--- src/rtl/dmem_pkg.sv ---
// Shared encodings and helpers for the data-memory access controller.
// Size codes, FSM state type and the alignment rule used at request acceptance.
package dmem_pkg;

  localparam logic [1:0] SZ_BYTE = 2'b00;
  localparam logic [1:0] SZ_HALF = 2'b01;
  localparam logic [1:0] SZ_WORD = 2'b10;
  localparam logic [1:0] SZ_BAD  = 2'b11;

  typedef enum logic [2:0] {
    IDLE = 3'd0,
    RD   = 3'd1,
    CAP  = 3'd2,
    WR   = 3'd3,
    RESP = 3'd4
  } state_t;

  // Illegal size is reported separately; this covers only alignment.
  function automatic logic is_misaligned(input logic [1:0] size, input logic [1:0] addr_lo);
    case (size)
      SZ_HALF: return addr_lo[0];
      SZ_WORD: return addr_lo != 2'b00;
      default: return 1'b0;
    endcase
  endfunction

endpackage

--- src/rtl/dmem_lane_unit.sv ---
// Byte-lane steering: extends the selected lane of a memory word for loads and
// merges store data into the selected lane for read-modify-write stores.
module dmem_lane_unit
  import dmem_pkg::*;
#(
  parameter int DATA_W = 32
) (
  input  logic [1:0]        addr_lo,
  input  logic [1:0]        size,
  input  logic              sign_ext,
  input  logic [DATA_W-1:0] read_data,
  input  logic [DATA_W-1:0] wdata,
  output logic [DATA_W-1:0] load_val,
  output logic [DATA_W-1:0] merge_val
);

  logic [4:0]        shamt;
  logic [DATA_W-1:0] rd_shift;
  logic [DATA_W-1:0] lane_mask;

  assign shamt = {addr_lo, 3'b000};

  always_comb begin
    rd_shift  = read_data >> shamt;
    load_val  = read_data;
    lane_mask = '1;
    case (size)
      SZ_BYTE: begin
        load_val  = {{(DATA_W-8){sign_ext & rd_shift[7]}}, rd_shift[7:0]};
        lane_mask = DATA_W'(8'hFF) << shamt;
      end
      SZ_HALF: begin
        load_val  = {{(DATA_W-16){sign_ext & rd_shift[15]}}, rd_shift[15:0]};
        lane_mask = DATA_W'(16'hFFFF) << shamt;
      end
      default: ;
    endcase
    // Word size leaves lane_mask all ones, so the merge degenerates to wdata.
    merge_val = (read_data & ~lane_mask) | ((wdata << shamt) & lane_mask);
  end

endmodule

--- src/rtl/dmem_access_ctrl.sv ---
// Core-side load/store controller for a single-port word memory with one-cycle
// registered reads; sub-word stores are done as read-modify-write.
module dmem_access_ctrl
  import dmem_pkg::*;
#(
  parameter int DATA_W      = 32,
  parameter int ADDR_W      = 32,
  parameter int MEM_IDX_W   = 5,
  parameter int RANGE_CHECK = 1
) (
  input  logic              clk,
  input  logic              rst_n,
  input  logic              req_valid,
  output logic              req_ready,
  input  logic              req_write,
  input  logic [1:0]        req_size,
  input  logic              req_signed,
  input  logic [ADDR_W-1:0] req_addr,
  input  logic [DATA_W-1:0] req_wdata,
  output logic              resp_valid,
  input  logic              resp_ready,
  output logic [DATA_W-1:0] resp_rdata,
  output logic              resp_err,
  output logic              memread,
  output logic              memwrite,
  output logic [ADDR_W-1:0] address,
  output logic [DATA_W-1:0] write_data,
  input  logic [DATA_W-1:0] read_data
);

  // Handshakes: a transfer happens on a posedge where valid and ready are both
  // high; valid never waits on ready, and the response payload holds until taken.

  state_t            state, state_nxt;
  logic [ADDR_W-1:0] addr_q;
  logic [1:0]        size_q;
  logic              write_q;
  logic              signed_q;
  logic [DATA_W-1:0] wdata_q;
  logic [DATA_W-1:0] merge_q;
  logic              range_err;
  logic              req_err;
  logic              word_store;
  logic              accept;
  logic [DATA_W-1:0] load_val;
  logic [DATA_W-1:0] merge_val;

  generate
    if (RANGE_CHECK != 0) begin : g_range
      assign range_err = |req_addr[ADDR_W-1:MEM_IDX_W+2];
    end else begin : g_no_range
      assign range_err = 1'b0;
    end
  endgenerate

  assign req_err    = (req_size == SZ_BAD) | is_misaligned(req_size, req_addr[1:0]) | range_err;
  assign word_store = req_write & (req_size == SZ_WORD);
  assign accept     = (state == IDLE) & req_valid;

  always_ff @(posedge clk or negedge rst_n) begin
    if (!rst_n) state <= IDLE;
    else        state <= state_nxt;
  end

  always_comb begin
    state_nxt  = state;
    req_ready  = 1'b0;
    resp_valid = 1'b0;
    memread    = 1'b0;
    memwrite   = 1'b0;
    case (state)
      IDLE: begin
        req_ready = 1'b1;
        if (req_valid) begin
          if (req_err)         state_nxt = RESP;
          else if (word_store) state_nxt = WR;
          else                 state_nxt = RD;
        end
      end
      RD: begin
        memread   = 1'b1;
        state_nxt = CAP;
      end
      CAP:  state_nxt = write_q ? WR : RESP;
      WR: begin
        memwrite  = 1'b1;
        state_nxt = RESP;
      end
      RESP: begin
        resp_valid = 1'b1;
        if (resp_ready) state_nxt = IDLE;
      end
      default: state_nxt = IDLE;
    endcase
  end

  dmem_lane_unit #(.DATA_W(DATA_W)) u_lane (
    .addr_lo   (addr_q[1:0]),
    .size      (size_q),
    .sign_ext  (signed_q),
    .read_data (read_data),
    .wdata     (wdata_q),
    .load_val  (load_val),
    .merge_val (merge_val)
  );

  // merge_q is the single source of write_data: word stores load it directly,
  // sub-word stores load it with the merged word in CAP.
  always_ff @(posedge clk or negedge rst_n) begin
    if (!rst_n) begin
      addr_q     <= '0;
      size_q     <= '0;
      write_q    <= 1'b0;
      signed_q   <= 1'b0;
      wdata_q    <= '0;
      merge_q    <= '0;
      resp_rdata <= '0;
      resp_err   <= 1'b0;
    end else begin
      if (accept) begin
        addr_q     <= req_addr;
        size_q     <= req_size;
        write_q    <= req_write;
        signed_q   <= req_signed;
        wdata_q    <= req_wdata;
        resp_rdata <= '0;
        resp_err   <= req_err;
        if (!req_err && word_store) merge_q <= req_wdata;
      end
      if (state == CAP) begin
        if (write_q) merge_q    <= merge_val;
        else         resp_rdata <= load_val;
      end
    end
  end

  assign address    = {2'b00, addr_q[ADDR_W-1:2]};
  assign write_data = merge_q;

endmodule

--- config.mk ---
export PLATFORM = sky130hd
export DESIGN_NAME = dmem_access_ctrl
export DESIGN_NICKNAME = d
export VERILOG_FILES = /design/src/rtl/dmem_pkg.sv /design/src/rtl/dmem_lane_unit.sv /design/src/rtl/dmem_access_ctrl.sv
export SDC_FILE = /design/constraint.sdc
export NUM_CORES = 1
export LEC_CHECK = 0
export CAP_MARGIN = 5
export CORE_ASPECT_RATIO = 0.6
export CORE_MARGIN = 2
export CORE_UTILIZATION = 50
export DETAILED_ROUTE_END_ITERATION = 10
export GPL_ROUTABILITY_DRIVEN = 1
export PLACE_DENSITY_LB_ADDON = 0.25
export SYNTH_ARGS = -nofsm -noshare
export SYNTH_HDL_FRONTEND = slang
export SYNTH_SLANG_ARGS = --single-unit
--- constraint.sdc ---
create_clock -name clk -period 2 [get_ports clk]
set_input_delay 0.5 -clock clk [delete_from_list [all_inputs] [get_ports clk]]
set_output_delay 0.5 -clock clk [all_outputs]
set_load 0.02 [all_outputs]
==> flow_metrics.tcl, run 1 <==
set metrics [dict create \
    status "finished with violations" \
    violations "negative setup slack" \
    via_per_inst 6.509 \
    drv_slew 0 \
    antenna_cells 0 \
    critPathArrivalTime_ns 2.48 \
    ys_types 54 \
    place_ws_ns -0.6460 \
    yosysWarnings 0 \
    place.gp.congestion 0.9503 \
    swShare_pct 34.52 \
    setup_violations 18 \
    min_period_ns 2.209 \
    grt_max_degree 53 \
    drt-pass1-iter-count 6 \
    final_common_cell "nand2_1" \
    cp-end-kind "flip-flop" \
    grt_first_pass_wirelength_mm 44.71 \
    synth_fa_ha_area_share_pct 0.4798 \
    synthMuxAreaShare_pct 8.733 \
    place_area_sq_mm 0.01047 \
    drt_iter0_markers 1475 \
    maxCapViolCount 0 \
    finalCritPeriodShare_pct 110.4 \
    synthesis.area_sq_mm 0.007823 \
    synth_ff_type "dfrtp_1" \
    p_clk_share_pct 33.4 \
    ys_ff_latch 136 \
    ir_drop_uv 538.5 \
    route.detailed.drc 0 \
    antenna_found_initial 0 \
    drive_gt1_share_pct 22.57 \
    fin_skew_ns 0.008979 \
    hold_class "input pin to flip-flop" \
    ant_nets 0 \
    clkSinkCount 136 \
    cts_root_buf "clkbuf_16" \
    nFillCells 947 \
    layout_common_cells "nand2_1, clkdlybuf4s50_1, dfrtp_1, buf_4, mux2i_1" \
    core-area_sq_mm 0.01533 \
    post_drt_wl_per_cell_um 24.87 \
    area_growth_pct 53.60 \
    numCtsBuffers 17 \
    p_sw_mw 3.327 \
    synthArstFlopShare_pct 100.0 \
    yosys.area_share.simple_pct 20.44 \
    synth_edf_count 0 \
    fmax_mhz 452.7 \
    syn_inst 879 \
    seqPwrFrac_pct 34.9 \
    worst_pin_slew_ns 0.6220 \
    wl_mm 33.16 \
    required_ns 2.27 \
    powerDensity_mw_per_mm2 802.1 \
    p_int_mw 6.311 \
    p_comb_share_pct 31.8 \
    die_x_um 165.5 \
    overflow 0 \
    yosysSeqAreaShare_pct 43.51 \
    rsz0062_at_grt "true" \
    initial_core_util_pct 51.04 \
    slew_headroom_pct 58.44 \
    num_rows 35 \
    clock_latency_ns 0.42 \
    fin_ws_ns -0.2089 \
    path_max_fanout 16 \
    cts_htree_levels 4 \
    grt_pass1_vias 7809 \
    post-dp-hpwl_mm 20.16 \
    vias 8676 \
    clk_pin_slew_ns 0.06 \
    worstSetupPathType "flip-flop to flip-flop" \
    dieArea_sq_mm 0.01669 \
    synth_xor_area_share_pct 0 \
    clockBufferDepth 2 \
    leakage_nw 5.343 \
    synth_top_family_by_area "simple AND/OR/NAND/NOR gates" \
    die_h_um 100.9 \
    ios 205 \
    portBuffers 202 \
    multi_input_area_sq_mm 0.004350 \
    cts_tree "built" \
    nets 1226 \
    hold_violations 0 \
    synth-compound-area-share_pct 18.49 \
    syn_avg_cell_area_sq_um 8.899 \
    design_area_sq_mm 0.01202 \
    grt_usage_pct 35.60 \
    seqCellArea_sq_mm 0.003408 \
    start_kind "flip-flop" \
]
==> path summary, 6_finish.rpt <==
path | startpoint | endpoint | slack (ns) | cells past startpoint
worst min-delay path | req_addr[15] | addr_q[15]$_DFFE_PN0P_ | 0.30 | 3
worst max register to register | state[2]$_DFFE_PN0P_ | write_data[2]$_DFF_PN0_ | -0.21 | 7
min in group asynchronous | rst_n | resp_rdata[3]$_DFF_PN0_ | 0.50 | 2
worst min register to register | addr_q[23]$_DFFE_PN0P_ | addr_q[23]$_DFFE_PN0P_ | 0.47 | 2
worst max-delay path | state[2]$_DFFE_PN0P_ | write_data[2]$_DFF_PN0_ | -0.21 | 7
max in group asynchronous | rst_n | addr_q[28]$_DFFE_PN0P_ | 0.93 | 3
==> repair_timing <==
item	4_1_cts	5_1_grt
buffers inserted	8	14
cloned	5	4
pin swaps	19	37
endpoints found under the hold margin	20	0
hold buffers	1	0
gates resized for setup	81	95
endpoints found under the setup margin	39	54
==> stage by stage <==
stage          hold WS (ns)  std cells  power, mW  TNS (ns)  utilization [%]
2_1_floorplan        0.2044        880      4.983         0                -
3_3_place_gp         0.3703       1271      6.041    -42.25            68.31
3_5_place_dp         0.3705       1271      6.086    -45.92            68.31
4_1_cts              0.4321       1315      9.278  -0.02753            74.73
5_1_grt              0.3093       1333      9.905    -1.232            78.39
6_report             0.3011       1333      9.638   -0.9616            78.39
==> cell families (layout without fill, tap and decap cells) <==
| logic type | count (synthesis) | count (layout) |
|---|---|---|
| buf+inv | 124 | 373 |
| compound gates | 199 | 199 |
| flops | 136 | 136 |
| fa+ha+maj | 3 | 3 |
| mux | 67 | 67 |
| simple gates | 349 | 350 |
| other cells | 1 | 2 |
==> power groups by stage <==
stage,Combinational (mW),Sequential (mW),Clock (mW)
finish,3.06,3.36,3.22
CTS,2.78,3.32,3.18
global route,3.20,3.38,3.33
detailed placement,2.73,3.36,0
global placement,2.69,3.35,0
floorplan,1.72,3.26,0
==> sequential cells by signal, summed over array words and instances (netlist names) <==
register	count
addr_q	32
resp_rdata	32
wdata_q	32
write_data	32
state	3
size_q	2
resp_err	1
signed_q	1
write_q	1
==> synthesized netlist by cell type (8+ instances only) <==
| master | n | area share, % |
|---|---|---|
| nor2_1 | 38 | 1.8 |
| a22oi_1 | 26 | 2.5 |
| a21oi_1 | 47 | 3.0 |
| nand3_1 | 35 | 2.2 |
| nand2_1 | 217 | 10 |
| a31oi_1 | 9 | 0.72 |
| clkbuf_1 | 49 | 2.4 |
| nand4_1 | 9 | 0.72 |
| nor3b_1 | 10 | 0.96 |
| a41oi_1 | 24 | 2.7 |
| mux2i_1 | 66 | 8.4 |
| a211oi_1 | 8 | 0.77 |
| o41ai_1 | 32 | 3.6 |
| o2bb2ai_1 | 9 | 1.0 |
| buf_4 | 34 | 3.3 |
| dfrtp_1 | 136 | 44 |
| or4_1 | 9 | 0.86 |
| o21ai_1 | 14 | 0.90 |
| buf_2 | 27 | 1.7 |
==> cell type report <==
class	instances	share of cell area (%)
flip-flops and latches	136	28.37
repair buffers	336	28.23
clock buffers	18	3.572
well taps	203	2.114
clock inverters	12	1.291
inverters	7	0.2187
multi-input cells	621	36.21
==> worst max-delay path, stage by stage, from the launching register on <==
cell       delay [ns]
dfrtp_2          0.46
buf_6            0.14
nor4b_4          0.25
buf_6            0.17
nand3_4          0.13
clkbuf_16        0.24
o41ai_4          0.47
a31oi_4          0.17
==> metal layers <==
layer	global-route usage, %	vias to the layer above	share of wire (%)
met3	13.12	202	15
met5	0	-	0.31
met2	49.73	788	40
li1	-	3636	-
met1	50.61	4046	39
met4	12.47	4	5.7
(Power assumes the default switching activity.)
==> inputs of run 2 (changes only) <==
CORE_MARGIN = not set   (was 2)
==> run 2 against run 1 <==
  * The flow still finishes with violations (negative setup slack)
  * Final cell count fell by 0.98%
  * Hold slack worse by 0.29 ns
  * Routed wire length decreased by 3.0%
  * Combinational power decreased by 1%
  * Clock skew increased by 0.0013 ns
  * First-iteration DRC count grew 8.1%
  * Maximum frequency fell by 1.1%
==> flow_metrics.tcl, run 2 (same netlist as run 1, synthesis figures left out) <==
set metrics [dict create \
    required_ns 2.27 \
    cts_htree_levels 4 \
    num_rows 34 \
    cts_root_buf "clkbuf_16" \
    leakage_nw 5.532 \
    dp.cells 1274 \
    final_common_cell "nand2_1" \
    clockBufferDepth 2 \
    setup_violations 31 \
    drt-pass1-iter-count 7 \
    r2r_start "state[2]$_DFFE_PN0P_" \
    grt_usage_pct 36.64 \
    antenna_cells 0 \
    wl_mm 32.17 \
    ir_drop_uv 483.8 \
    grt_max_degree 50 \
    seqCellArea_sq_mm 0.003408 \
    fin_ws_ns -0.2335 \
    antenna_found_initial 0 \
    die_x_um 163.5 \
    powerDensity_mw_per_mm2 821.7 \
    rsz0062_at_grt "true" \
    finalCritPeriodShare_pct 111.7 \
    ant_nets 0 \
    via_per_inst 6.538 \
    place.gp.congestion 0.9710 \
    start_kind "flip-flop" \
    vias 8630 \
    portBuffers 202 \
    reg2reg_to "write_data[18]$_DFF_PN0_" \
    slew_headroom_pct 58.99 \
    cts_tree "built" \
    drv_slew 0 \
    clkSinkCount 136 \
    initial_core_util_pct 52.54 \
    clk_pin_slew_ns 0.06 \
    hold_class "input pin to async pin" \
    ios 205 \
    power_mw 9.864 \
    post-dp-hpwl_mm 20.52 \
    hold_violations 0 \
    min_period_ns 2.233 \
    route.detailed.drc 0 \
    ctsHoldBuffers 0 \
    fmax_mhz 447.7 \
    post_drt_wl_per_cell_um 24.37 \
    nFillCells 885 \
    area_growth_pct 53.45 \
    worst_pin_slew_ns 0.6114 \
    multi_input_area_sq_mm 0.004288 \
    violations "negative setup slack" \
    drive_gt1_share_pct 20.14 \
    finalNonFillerCells 1320 \
    cp-end-kind "flip-flop" \
    numCtsBuffers 17 \
    path_max_fanout 8 \
    drt_iter0_markers 1595 \
    layout_common_cells "nand2_1, clkdlybuf4s50_1, dfrtp_1, buf_4, mux2i_1" \
    die_h_um 98.89 \
    dieArea_sq_mm 0.01617 \
    maxCapViolCount 0 \
    fin_util_pct 80.62 \
    status "finished with violations" \
    critPathArrivalTime_ns 2.50 \
    nets 1217 \
    r2r_cells 7 \
    fin_skew_ns 0.01029 \
    worstSetupPathType "flip-flop to flip-flop" \
    core-area_sq_mm 0.01489 \
    overflow 0 \
    clock_latency_ns 0.43 \
    r2r_slack_ns -0.23 \
    grt_first_pass_wirelength_mm 44.48 \
    grt_pass1_vias 7695 \
    setup-tns-final_ns -2.330 \
]
## run 2: power by group
part           total [mW]  switching [mW]  internal (mW)
Combinational        3.02            1.70           1.32
Sequential           3.34           0.286           3.05
Clock                3.51            1.27           2.24
## run 2: final cells by class
| class | instances | share of cell area [%] |
|---|---|---|
| Multi-Input combinational cell | 621 | 35.72 |
| Sequential cell | 136 | 28.39 |
| Timing Repair Buffer | 327 | 28.26 |
| Clock buffer | 19 | 3.690 |
| Tap cell | 198 | 2.064 |
| Clock inverter | 12 | 1.657 |
| Inverter | 7 | 0.2189 |
## run 2: worst max-delay path by stage
stage | startpoint | to | cells after the start
global route | state[2]$_DFFE_PN0P_ | write_data[5]$_DFF_PN0_ | 8
detailed placement | req_size[0] | write_data[23]$_DFF_PN0_ | 8
floorplan | req_size[0] | write_data[16]$_DFF_PN0_ | 9
CTS | req_addr[8] | write_data[5]$_DFF_PN0_ | 7
global placement | req_size[0] | write_data[23]$_DFF_PN0_ | 7
finish | state[2]$_DFFE_PN0P_ | write_data[18]$_DFF_PN0_ | 7
## run 2: what timing repair did
action | 4_1_cts | 5_1_grt
resized for setup | 42 | 87
setup buffers | 2 | 4
gates cloned | 3 | 6
endpoints found under the setup margin | 40 | 90
pin swaps | 8 | 28
## run 2: worst max-delay path, stage by stage, from the launching register on
cell,delay (ns)
dfrtp_2,0.45
buf_6,0.14
nor4b_4,0.29
buf_6,0.18
nand3_4,0.17
clkbuf_16,0.25
o41ai_1,0.36
a22oi_1,0.22
## run 2: per-layer routing
metal	track usage [%]	up-vias	wire, um	part of all wire (%)
met5	0	-	0	0
met4	9.615	0	1255	3.9
met3	12.04	144	4400	14
met2	51.47	715	13490	42
met1	53.77	4171	13030	40
li1	-	3600	-	-
## run 2: stage by stage
stage / worst slack (ns) / hold slack (ns) / area, sq um
global placement: -0.6123 / 0.4580 / 10540
CTS: -0.06449 / 0.02992 / 11480
finish: -0.2335 / 0.009780 / 12000
floorplan: 0.005254 / 0.2044 / 7838
detailed placement: -0.6972 / 0.4613 / 10540
global route: -0.2199 / 0.04312 / 12000
==> inputs of run 3 (changes only) <==
ABC_CLOCK_PERIOD_IN_PS = 2000   (was not set)
GPL_TIMING_DRIVEN = 0   (was not set)
==> run 3 against run 2 <==
  * Final cell count is 1.8% higher
  * Critical path type unchanged
  * Via count fell by 0.67%
  * Cell area fell by 1.2%
  * The run ends with negative hold slack, negative setup slack left
  * Hold slack worse by 0.029 ns
  * Maximum frequency increased by 1.3%
  * Register-to-register slack improved by 0.03 ns
  * Global-route usage up 0.29 points
  * Clock-buffer cell count fell by 1
  * Sequential share of layout area up 0.32 points
  * Critical path depth rose by 1
==> flow_metrics.tcl, run 3 (same netlist as run 1, synthesis figures left out) <==
set metrics [dict create \
    final_common_cell "nand2_1" \
    design_area_sq_mm 0.01186 \
    setup_violations 64 \
    crit_path_max_incr_delay_ns 0.42 \
    drive_gt1_share_pct 21.90 \
    worstSetupPathType "flip-flop to flip-flop" \
    clock_latency_ns 0.43 \
    r2r_slack_ns -0.20 \
    via_per_inst 6.378 \
    ant_nets 0 \
    powerDensity_mw_per_mm2 801.7 \
    hold_ws_ns -0.01875 \
    fin_util_pct 79.63 \
    top_usage_layer "met1" \
    maxCapViolCount 0 \
    hold_class "input pin to async pin" \
    wl_mm 31.87 \
    ios 205 \
    p_comb_share_pct 33.1 \
    grt.met1_usage_pct 53.08 \
    nets 1241 \
    place_ws_ns -1.007 \
    start_kind "flip-flop" \
    route.detailed.drc 0 \
    ctsHoldBuffers 0 \
    hold_violations 20 \
    fin_ws_ns -0.2050 \
    finalCritPeriodShare_pct 110.2 \
    area_growth_pct 51.57 \
    initial_core_util_pct 52.54 \
    drt-pass1-iter-count 6 \
    dieArea_sq_mm 0.01617 \
    clkSinkCount 136 \
    vias 8572 \
    p_sw_mw 3.400 \
    grt_usage_pct 36.93 \
    multi_input_area_sq_mm 0.004362 \
    nFillCells 968 \
    violations "negative hold slack, negative setup slack" \
    drt_iter0_markers 1486 \
    critPathArrivalTime_ns 2.49 \
    place_area_sq_mm 0.01013 \
    slew_headroom_pct 57.61 \
    dp.cells 1280 \
    portBuffers 201 \
    drv_slew 0 \
    post-dp-hpwl_mm 21.35 \
    cts_root_buf "clkbuf_16" \
    path_cells "buf_8 > nor4b_4 > buf_4 > nand3_4 > buf_6 > clkbuf_16 > o41ai_2 > a22oi_1" \
    antenna_cells 0 \
    place.gp.congestion 1.024 \
    grt_first_pass_wirelength_mm 44.60 \
    ir_drop_uv 521.5 \
    core-area_sq_mm 0.01489 \
    clockBufferDepth 2 \
    p_clk_share_pct 31.7 \
    worst_pin_slew_ns 0.6338 \
    finalNonFillerCells 1344 \
    power_mw 9.505 \
    path_max_fanout 10 \
    grt_pass1_vias 7784 \
    required_ns 2.29 \
    grt_max_degree 94 \
    antenna_found_initial 0 \
    numCtsBuffers 17 \
    use_met2_pct 50.98 \
    swShare_pct 35.77 \
    p_int_mw 6.105 \
    rsz0062_at_grt "true" \
    seqCellArea_sq_mm 0.003405 \
    fin_skew_ns 0.01228 \
    die_x_um 163.5 \
    layout_common_cells "nand2_1, clkdlybuf4s50_1, dfrtp_1, buf_4, mux2i_1" \
    cpMaxStageDelayCell "dfrtp_1" \
    overflow 0 \
    status "finished with violations" \
    setup-tns-final_ns -4.864 \
    cp-end-kind "flip-flop" \
    fmax_mhz 453.5 \
    min_period_ns 2.205 \
    num_rows 34 \
    clk_pin_slew_ns 0.06 \
    cts_htree_levels 4 \
    cts_tree "built" \
    die_h_um 98.89 \
    grt_util_met3_pct 14.06 \
    post_drt_wl_per_cell_um 23.72 \
    seqPwrFrac_pct 35.1 \
    leakage_nw 5.511 \
]
## run 3: changes by cell type in the layout (fill, tap and decap cells not counted), moves of 6 or more
cell | previous run | this run
a21oi_1 | 45 | 39
mux2i_1 | 66 | 60
buf_12 | 19 | 3
clkbuf_4 | 0 | 7
buf_6 | 8 | 22
clkbuf_2 | 5 | 12
dlygate4sd2_1 | 1 | 14
clkbuf_1 | 1 | 21
buf_2 | 0 | 18
buf_4 | 92 | 65
buf_8 | 1 | 7
clkdlybuf4s50_1 | 165 | 148
## run 3: final cells by class
type | count | area share, %
tap | 198 | 2.089
clock buffer | 18 | 3.620
inverter | 7 | 0.2216
clock inverter | 13 | 1.045
buffer | 116 | 7.134
timing repair buffer | 236 | 20.39
sequential | 136 | 28.71
multi-input combinational | 620 | 36.79
## run 3: path summary, 6_finish.rpt
kind,start,cells after the start,to
max in group asynchronous,rst_n,2,wdata_q[12]$_DFFE_PN0P_
min reg2reg,addr_q[12]$_DFFE_PN0P_,2,addr_q[12]$_DFFE_PN0P_
min in group clk,req_addr[21],3,addr_q[21]$_DFFE_PN0P_
max,state[0]$_DFFE_PN0P_,8,write_data[14]$_DFF_PN0_
max reg2reg,state[0]$_DFFE_PN0P_,8,write_data[14]$_DFF_PN0_
min,rst_n,1,addr_q[2]$_DFFE_PN0P_
## run 3: timing repair
item | CTS | global route
setup endpoints to repair | 132 | 152
pin swaps | 13 | 25
endpoints found under the hold margin | 0 | 0
resized for setup | 143 | 145
buffers inserted | 6 | 26
cloned | 1 | 2
## run 3: power groups by stage
stage          combinational (mW)  clock [mW]  sequential (mW)
3_5_place_dp                 2.80           0             3.34
4_1_cts                      2.88        2.98             3.30
3_3_place_gp                 2.76           0             3.33
6_report                     3.15        3.02             3.34
2_1_floorplan                1.72           0             3.26
5_1_grt                      3.29        3.11             3.36
## run 3: metal layers
layer  share of wire (%)  vias to the layer above  routed length [um]
li1                    -                     3652                   -
met1                  39                     4047               12370
met2                  42                      730               13280
met3                  15                      143                4933
met4                 4.0                        0                1289
met5                   0                        -                   0
## run 3: critical path: cells and delay by family, from the launching register on
| kind | cells | cell delay (ns) |
|---|---|---|
| buf+inv | 4 | 0.71 |
| simple gates | 2 | 0.45 |
| flops | 1 | 0.42 |
| compound gates | 2 | 0.48 |
